$ cat config.mk
export PLATFORM = sky130hd
export DESIGN_NAME = hq_feed_scheduler
export DESIGN_NICKNAME = d
export VERILOG_FILES = /design/src/rtl/hq_feed_scheduler.sv
export SDC_FILE = /design/constraint.sdc
export NUM_CORES = 1
export LEC_CHECK = 0
export CORE_ASPECT_RATIO = 0.9
export CORE_UTILIZATION = 30
export DETAILED_ROUTE_END_ITERATION = 10
export GPL_TIMING_DRIVEN = 1
export PLACE_DENSITY_LB_ADDON = 0.15
export SYNTH_ARGS = -nofsm -noshare
export SYNTH_HDL_FRONTEND = slang
export SYNTH_SLANG_ARGS = --single-unit
$ cat constraint.sdc
create_clock -name clk -period 3.65 [get_ports clk]
set_input_delay 1.095 -clock clk [delete_from_list [all_inputs] [get_ports clk]]
set_output_delay 1.095 -clock clk [all_outputs]
set_load 0.005 [all_outputs]
$ cat src/rtl/hq_feed_scheduler.sv
`default_nettype none
// ============================================================================
// Module   : hq_feed_scheduler
// Purpose  : Buffers one 4x4 complex H matrix and replays it in q/i/j/k order
//            to the Hq multiplier, then counts Hq outputs and reports completion.
//            Optional macro HQ_FEED_PINGPONG_EN adds a second bank so the next
//            H can load while the current one replays.
// Revision : 1.0 - initial release
// ============================================================================
module hq_feed_scheduler #(
    parameter int N     = 16,
    parameter int NUM_Q = 16
) (
    input  logic         clk,
    input  logic         rst_n,
    input  logic         h_valid,
    output logic         h_ready,
    input  logic [N-1:0] h_in_r,
    input  logic [N-1:0] h_in_i,
    input  logic         run,
    output logic         mm_start,
    output logic [N-1:0] mm_h_r,
    output logic [N-1:0] mm_h_i,
    output logic         mm_h_valid,
    input  logic         mm_hq_valid,
    input  logic         mm_all_done,
    output logic         busy,
    output logic         done,
    output logic         cnt_err
);

    localparam int         C_QW       = (NUM_Q > 1) ? $clog2(NUM_Q) : 1;
    localparam logic [7:0] C_HQ_EXPECT = 8'(NUM_Q * 8);

    typedef enum logic [2:0] {
        S_IDLE   = 3'd0,
        S_LOAD   = 3'd1,
        S_LOADED = 3'd2,
        S_RUN    = 3'd3,
        S_DRAIN  = 3'd4,
        S_FINISH = 3'd5
    } state_t;

    state_t          r_state;
    state_t          w_state_nxt;
    logic [C_QW-1:0] r_q;
    logic [1:0]      r_i;
    logic            r_j;
    logic [1:0]      r_k;
    logic [7:0]      r_hq_cnt;
    logic            r_cnt_err;
    logic [2*N-1:0]  r_mm_h;
    logic            r_mm_h_valid;
    logic            w_wr_en;
    logic [3:0]      w_wr_ptr;
    logic            w_load_last;
    logic            w_swap;
    logic            w_last_elem;
    logic            w_run_entry;

`ifdef HQ_FEED_PINGPONG_EN
    localparam int C_AW = 5;
    logic            r_rd_bank;
    logic [3:0]      r_wr_ptr [2];
    logic [1:0]      r_bank_full;
    logic            w_wr_bank;
    logic [C_AW-1:0] w_wr_addr;
    logic [C_AW-1:0] w_rd_addr;

    // LOAD fills the bank about to be replayed; RUN/DRAIN fill the other one.
    assign w_wr_bank = (r_state == S_LOAD) ? r_rd_bank : ~r_rd_bank;
    assign w_wr_ptr  = r_wr_ptr[w_wr_bank];
    assign h_ready   = (r_state == S_LOAD) ||
                       (((r_state == S_RUN) || (r_state == S_DRAIN)) && !r_bank_full[~r_rd_bank]);
    assign w_wr_addr = {w_wr_bank, w_wr_ptr};
    assign w_rd_addr = {r_rd_bank, r_i, r_k};
    assign w_swap    = (r_state == S_FINISH) && r_bank_full[~r_rd_bank];

    always_ff @(posedge clk or negedge rst_n) begin
        if (!rst_n) begin
            r_rd_bank   <= 1'b0;
            r_wr_ptr[0] <= 4'd0;
            r_wr_ptr[1] <= 4'd0;
            r_bank_full <= 2'b00;
        end else if (r_state == S_IDLE) begin
            r_wr_ptr[0] <= 4'd0;
            r_wr_ptr[1] <= 4'd0;
            r_bank_full <= 2'b00;
        end else begin
            if (w_wr_en) begin
                r_wr_ptr[w_wr_bank] <= w_wr_ptr + 4'd1;
                if (w_wr_ptr == 4'd15)
                    r_bank_full[w_wr_bank] <= 1'b1;
            end
            if (w_swap) begin
                r_rd_bank              <= ~r_rd_bank;
                r_wr_ptr[r_rd_bank]    <= 4'd0;
                r_bank_full[r_rd_bank] <= 1'b0;
            end
        end
    end
`else
    localparam int C_AW = 4;
    logic [3:0]      r_wr_ptr;
    logic [C_AW-1:0] w_wr_addr;
    logic [C_AW-1:0] w_rd_addr;

    assign w_wr_ptr  = r_wr_ptr;
    assign h_ready   = (r_state == S_LOAD);
    assign w_wr_addr = w_wr_ptr;
    assign w_rd_addr = {r_i, r_k};
    assign w_swap    = 1'b0;

    always_ff @(posedge clk or negedge rst_n) begin
        if (!rst_n)
            r_wr_ptr <= 4'd0;
        else if (r_state == S_IDLE)
            r_wr_ptr <= 4'd0;
        else if (w_wr_en)
            r_wr_ptr <= r_wr_ptr + 4'd1;
    end
`endif

    logic [2*N-1:0] r_buf [2**C_AW];

    assign w_wr_en     = h_valid && h_ready;
    assign w_load_last = (r_state == S_LOAD) && w_wr_en && (w_wr_ptr == 4'd15);
    assign w_run_entry = (r_state == S_LOADED) && run;
    assign w_last_elem = (r_q == C_QW'(NUM_Q - 1)) && (r_i == 2'd3) && r_j && (r_k == 2'd3);

    always_ff @(posedge clk) begin
        if (w_wr_en)
            r_buf[w_wr_addr] <= {h_in_r, h_in_i};
    end

    always_ff @(posedge clk or negedge rst_n) begin
        if (!rst_n)
            r_state <= S_IDLE;
        else
            r_state <= w_state_nxt;
    end

    always_comb begin
        w_state_nxt = r_state;
        mm_start    = 1'b0;
        busy        = 1'b1;
        done        = 1'b0;
        case (r_state)
            S_IDLE: begin
                busy        = 1'b0;
                w_state_nxt = S_LOAD;
            end
            S_LOAD: begin
                if (w_load_last)
                    w_state_nxt = S_LOADED;
            end
            S_LOADED: begin
                if (run)
                    w_state_nxt = S_RUN;
            end
            S_RUN: begin
                mm_start = 1'b1;
                if (w_last_elem)
                    w_state_nxt = S_DRAIN;
            end
            S_DRAIN: begin
                mm_start = 1'b1;
                if (mm_all_done)
                    w_state_nxt = S_FINISH;
            end
            S_FINISH: begin
                done        = 1'b1;
                w_state_nxt = w_swap ? S_LOADED : S_IDLE;
            end
            default: w_state_nxt = S_IDLE;
        endcase
    end

    // Element registered in RUN cycle n appears on mm_h in cycle n+1,
    // giving the one-cycle gap after mm_start rises.
    always_ff @(posedge clk or negedge rst_n) begin
        if (!rst_n) begin
            r_q          <= '0;
            r_i          <= 2'd0;
            r_j          <= 1'b0;
            r_k          <= 2'd0;
            r_mm_h       <= '0;
            r_mm_h_valid <= 1'b0;
        end else if (w_run_entry) begin
            r_q          <= '0;
            r_i          <= 2'd0;
            r_j          <= 1'b0;
            r_k          <= 2'd0;
            r_mm_h_valid <= 1'b0;
        end else if (r_state == S_RUN) begin
            r_mm_h       <= r_buf[w_rd_addr];
            r_mm_h_valid <= 1'b1;
            r_k          <= r_k + 2'd1;
            if (r_k == 2'd3) begin
                r_j <= ~r_j;
                if (r_j) begin
                    r_i <= r_i + 2'd1;
                    if (r_i == 2'd3)
                        r_q <= r_q + 1'b1;
                end
            end
        end else begin
            r_mm_h_valid <= 1'b0;
        end
    end

    always_ff @(posedge clk or negedge rst_n) begin
        if (!rst_n)
            r_hq_cnt <= 8'd0;
        else if (w_run_entry)
            r_hq_cnt <= 8'd0;
        else if (((r_state == S_RUN) || (r_state == S_DRAIN)) && mm_hq_valid && (r_hq_cnt != 8'hFF))
            r_hq_cnt <= r_hq_cnt + 8'd1;
    end

    always_ff @(posedge clk or negedge rst_n) begin
        if (!rst_n)
            r_cnt_err <= 1'b0;
        else if (r_state == S_IDLE)
            r_cnt_err <= 1'b0;
        else if ((r_state == S_FINISH) && (r_hq_cnt != C_HQ_EXPECT))
            r_cnt_err <= 1'b1;
    end

    // Visible in the same cycle as done, then held sticky.
    assign cnt_err    = r_cnt_err || ((r_state == S_FINISH) && (r_hq_cnt != C_HQ_EXPECT));
    assign mm_h_r     = r_mm_h[2*N-1:N];
    assign mm_h_i     = r_mm_h[N-1:0];
    assign mm_h_valid = r_mm_h_valid;

endmodule
`default_nettype wire

# Yosys cells after proc, flatten, opt, wreduce, memory -nomap -nowiden
# Memory sizes are Yosys's and may differ from the RTL's. A register that Yosys moved wholly into a read port is not among the register bits.
# Cells that the tools add are included.
[word_totals]
reg_bits = 26
mem_bits_rw = 512
in_bits = 38
output_inout_bits = 38
elab_cells = 91
memories = 1
[classes]
addsub = 5
n_eq_ne = 15
muxes = 32
bitwise_logic = 2
reduce_logical = 27
[mem_list]
columns = ["name", "words", "word_bits", "rd", "rd_clocked_by_memory_dff", "wr", "line_no", "rtl"]
rows = [
  ["r_buf", 16, 32, 1, 1, 1, "124", "logic [2*N-1:0] r_buf [2**C_AW];"],
]
[ops]
columns = ["cell", "count"]
rows = [
  ["two-way mux 4 bit", 7],
  ["two-way mux 8 bit", 2],
  ["!= test 8 bit (second input constant)", 2],
  ["one-hot mux 3 bit (5 select lines)", 1],
  ["nonzero test 2 bit", 7],
  ["two-way mux 1 bit", 12],
  ["two-way mux 2 bit", 6],
  ["two-way mux 3 bit", 4],
  ["logical AND 1 bit", 10],
  ["adder 4 x 1 -> 4 bit (second input constant)", 2],
  ["adder 8 x 1 -> 8 bit (second input constant)", 1],
  ["== test 4 bit (second input constant)", 2],
  ["AND reduction 4 bit", 2],
  ["== test 3 x 2 -> 1 bit (second input constant)", 2],
  ["== test 3 bit (second input constant)", 2],
  ["!= test 2 bit (second input constant)", 3],
  ["adder 2 x 1 -> 2 bit (second input constant)", 2],
  ["== test 2 bit (second input constant)", 2],
  ["AND reduction 2 bit", 2],
  ["== test 3 x 1 -> 1 bit (second input constant)", 1],
  ["zero test 3 bit", 1],
  ["AND reduction 3 bit", 1],
  ["logical OR 1 bit", 2],
  ["!= test 2 x 1 -> 1 bit (second input constant)", 1],
  ["other kinds (3)", 4],
]

# Longest topological paths before layout
[depth]
depth_word = 6
mapped_depth = 8
mapped_depth_nobuf = 5

# Worst setup path before layout
# Ideal clock, no wire load.
[synth_path]
path_kind = "input-to-reg"
start = "input h_valid"
end = "memory r_buf[10][0] (netlist name) (enable)"
setup_ns = 0.392
arrival_ns = 2.537
t_required_ns = 3.258
path_slack_ns = 0.721
cell_stages = 4
n_path_buf = 0
cell_sequence = "and4bb_2 -> and2_1 -> nor2b_1 -> and2_1"
[synth_between]
elab_chain_len = 3
[synth_rtl]
columns = ["item", "line_no", "rtl"]
rows = [
  ["start, declared", "16", "input logic h_valid,"],
  ["logical AND 1 bit", "126", "assign w_wr_en = h_valid && h_ready;"],
  ["two-way mux 1 bit", "132", "if (w_wr_en)"],
  ["two-way mux 1 bit (not written as such)", "133", "r_buf[w_wr_addr] <= {h_in_r, h_in_i};"],
  ["end, declared", "124", ""],
]
# Every way passes these cells.

# Final worst setup path
[layout_path]
start = "register r_state[1]"
end = "output busy"
[layout_between]
elab_chain_len = 2
[layout_rtl]
columns = ["item", "line_no", "rtl"]
rows = [
  ["start, declared", "44", "state_t r_state;"],
  ["start signal, assigned", "140", "r_state <= w_state_nxt;"],
  ["zero test 3 bit", "148", "case (r_state)"],
  ["two-way mux 1 bit", "148", ""],
  ["end, declared", "27", "output logic busy,"],
]
# Every way passes these cells.

==> out/results.ini <==
[global_route]
antenna_found_initial = 0
grt_pass1_vias = 11500
track_usage_pct = 14.1
grt_pass1_wl_um = 77900
grt_overflow = 0
grt_start_max_net_pins = 59

[clocking]
clock_latency_ps = 630
ctsHoldBuffers = 0
post_cts_buffers = 0
clk_path_buf_depth = 3
clkTransAtPathRegs_ps = 60
cts_tree = built
cts_sinks = 570
cts_buffers = 59
cts-resized-gates = 0
root_buffer = clkbuf_16
htree_levels = 2

[flow_run]
maxCapViolations = 0

[synthesis]
synth.top_cell.area_share_pct = 69.6
ys_ff_latch = 570
synthArstFlopShare_pct = 10.2
postSynthCellCount = 1098
synthDistinctLibCells = 45
yosysWarnings = 0
yosysTopAreaCell = edfxtp_1
synthFlopType = edfxtp_1
avgSynthCellArea_um2 = 20.1
synth_nets = 1145
synth_area_leaders = edfxtp_1 (70%), mux4_2 (9.7%), dfrtp_1 (6.6%), mux2i_1 (3.1%), mux2_2 (1.6%)
ys_seq_area_share_pct = 76.2
syn_area_um2 = 22100
synth-edff-count = 512

[floorplan]
fp.dieW_um = 288
die_h_um = 259
start_util_pct = 30.6
core_um2 = 72100
die_area_um2 = 74700
placementRows = 93
num_io_pins = 76

[final_layout]
fin_nets = 1259
final.fill_count = 6717
multi_input_area_um2 = 4900
final_core_util_pct = 36.2
regArea_um2 = 16800
final_cells = 2212
areaGrowthSynthToFinish_pct = 18.2
antenna_cells = 0
drive_gt1_share_pct = 22.6

[worst_setup_path]
start_kind = flop
worst-path-max-fanout = 13
end_kind = output pin
required_ps = 2550
critPathKind = flop to output pin
crit_arrival_ps = 2260

[hold_path]
holdCritPathClass = flop to flop

[routing]
avgRoutedWirePerCell_um = 23.3
drc = 0
ant_nets = 0
num_vias = 10600
dr.pass1.iters = 7
vias_per_cell = 4.81
drt-initial-drc-count = 667
drt-total-wl_um = 51500

[timing]
rsz0062_at_grt = no
worst_pin_slew_ps = 1150
layout_min_cycle_time_ps = 3350
skew_ps = 19.3
fin_crit_sh_pct = 91.8
max_freq_ghz = 0.298
setup_viol = 0
maxSlewViolCount = 0
slew_headroom_pct = 23.6
setup_tns_ps = 0
hold_viol_final = 0
whs_ps = 546

[placed_design]
gp_congestion = 0.707
port-buffer-count = 75
dp_hpwl_um = 29700
dp_cells = 2101

[power_and_ir_drop]
leakagePower_nw = 8.29
p_total_mw = 18.7
vdd_drop_max_uv = 370
power.density_nw_per_um2 = 716

[run_status]
status = finished clean

## Yosys cell counts (16+ instances only)
cell type	number
o21ai_1	42
a22oi_1	31
dfrtp_1	58
buf_2	16
edfxtp_1	512
o21ai_0	24
mux2_2	32
mux2i_1	68
a22o_1	30
clkbuf_1	29
mux4_2	95
nor2_1	21
## state kept, by name, indices dropped and copies added, names as in the netlist
register	cells
r_q	4
r_k	2
mm_h_valid	1
r_mm_h	32
r_j	1
r_state	3
r_cnt_err	1
r_hq_cnt	8
r_i	2
r_buf	512
r_wr_ptr	4
## power breakdown
part           internal [mW]  switching (mW)  leakage, nW
registers               7.85           0.628         5.35
logic                   2.17            2.13         2.01
clock network           3.36            2.55        0.939
total                   13.4            5.31         8.29
## layout by cell type (no fill, tap or decap), types with 5 or more instances in the layout
master / count
nor2_1: 20
clkbuf_8: 8
mux2_2: 32
and2_2: 11
a22oi_1: 31
o31ai_1: 5
nand4_1: 5
clkinv_1: 9
nand3_1: 10
mux2i_1: 68
and3_1: 5
clkbuf_1: 12
buf_12: 15
a21oi_1: 9
and3_2: 7
buf_4: 25
clkdlybuf4s50_1: 74
dfrtp_1: 55
edfxtp_1: 512
nand2_1: 15
o21ai_0: 24
clkbuf_16: 59
xnor2_1: 5
mux4_2: 95
a22o_1: 30
clkinv_2: 13
o21ai_1: 42
ha_1: 9
inv_1: 7
## stage by stage
stage               setup WS (ps)  instance area [um2]
finish                        299                26100
global route                 78.4                26100
CTS                           234                26100
detailed placement            431                24200
global placement              442                24200
floorplan                     721                22100
## worst max-delay path, cell delays in order, from the launching register on
cell             delay [ps]
dfrtp_1                 530
nor3_1                  580
inv_2                    80
clkdlybuf4s50_1         460
## area by class of cell
cell class / count / share of cell area (%)
clock buffer: 79 / 6.25
clock inverter: 32 / 1.07
inverter: 9 / 0.129
multi-input combinational: 458 / 18.8
sequential: 570 / 64.5
tap: 950 / 4.55
timing repair buffer: 114 / 4.71
## cell families (layout without fill, tap and decap cells)
logic type | after synthesis | count (layout) | share of synthesized area, %
DFF | 570 | 570 | 76.2
and+or+nand+nor | 94 | 94 | 2.29
buffers and inverters | 70 | 234 | 1.78
AOI/OAI and AO/OA | 151 | 151 | 4.47
adders and majority gates | 9 | 9 | 0.510
muxes | 195 | 195 | 14.4
xor gates and xnor gates | 9 | 9 | 0.357
## path summary, 6_finish.rpt
kind	from	end	slack, ps	depth (start not counted)
hold reg to reg	r_mm_h[4]$_DFFE_PN0P_	r_mm_h[4]$_DFFE_PN0P_	550	2
setup / recovery	r_state[1]$_DFFE_PN0P_	busy	300	3
max in group asynchronous	rst_n	r_i[0]$_DFFE_PN0P_	2330	1
min in group asynchronous	rst_n	r_hq_cnt[2]$_DFFE_PN0P_	630	1
hold / removal	r_mm_h[4]$_DFFE_PN0P_	r_mm_h[4]$_DFFE_PN0P_	550	2
setup reg to reg	r_k[1]$_DFFE_PN0P_	r_mm_h[31]$_DFFE_PN0P_	1130	5
## per-layer routing
| layer | GRT usage (%) | routed length, um |
|---|---|---|
| met1 | 20.4 | 25300 |
| met3 | 2.14 | 1530 |
| met2 | 22.1 | 23700 |
| met4 | 3.56 | 919 |
| met5 | 0 | 0 |
(Power assumes the default switching activity.)
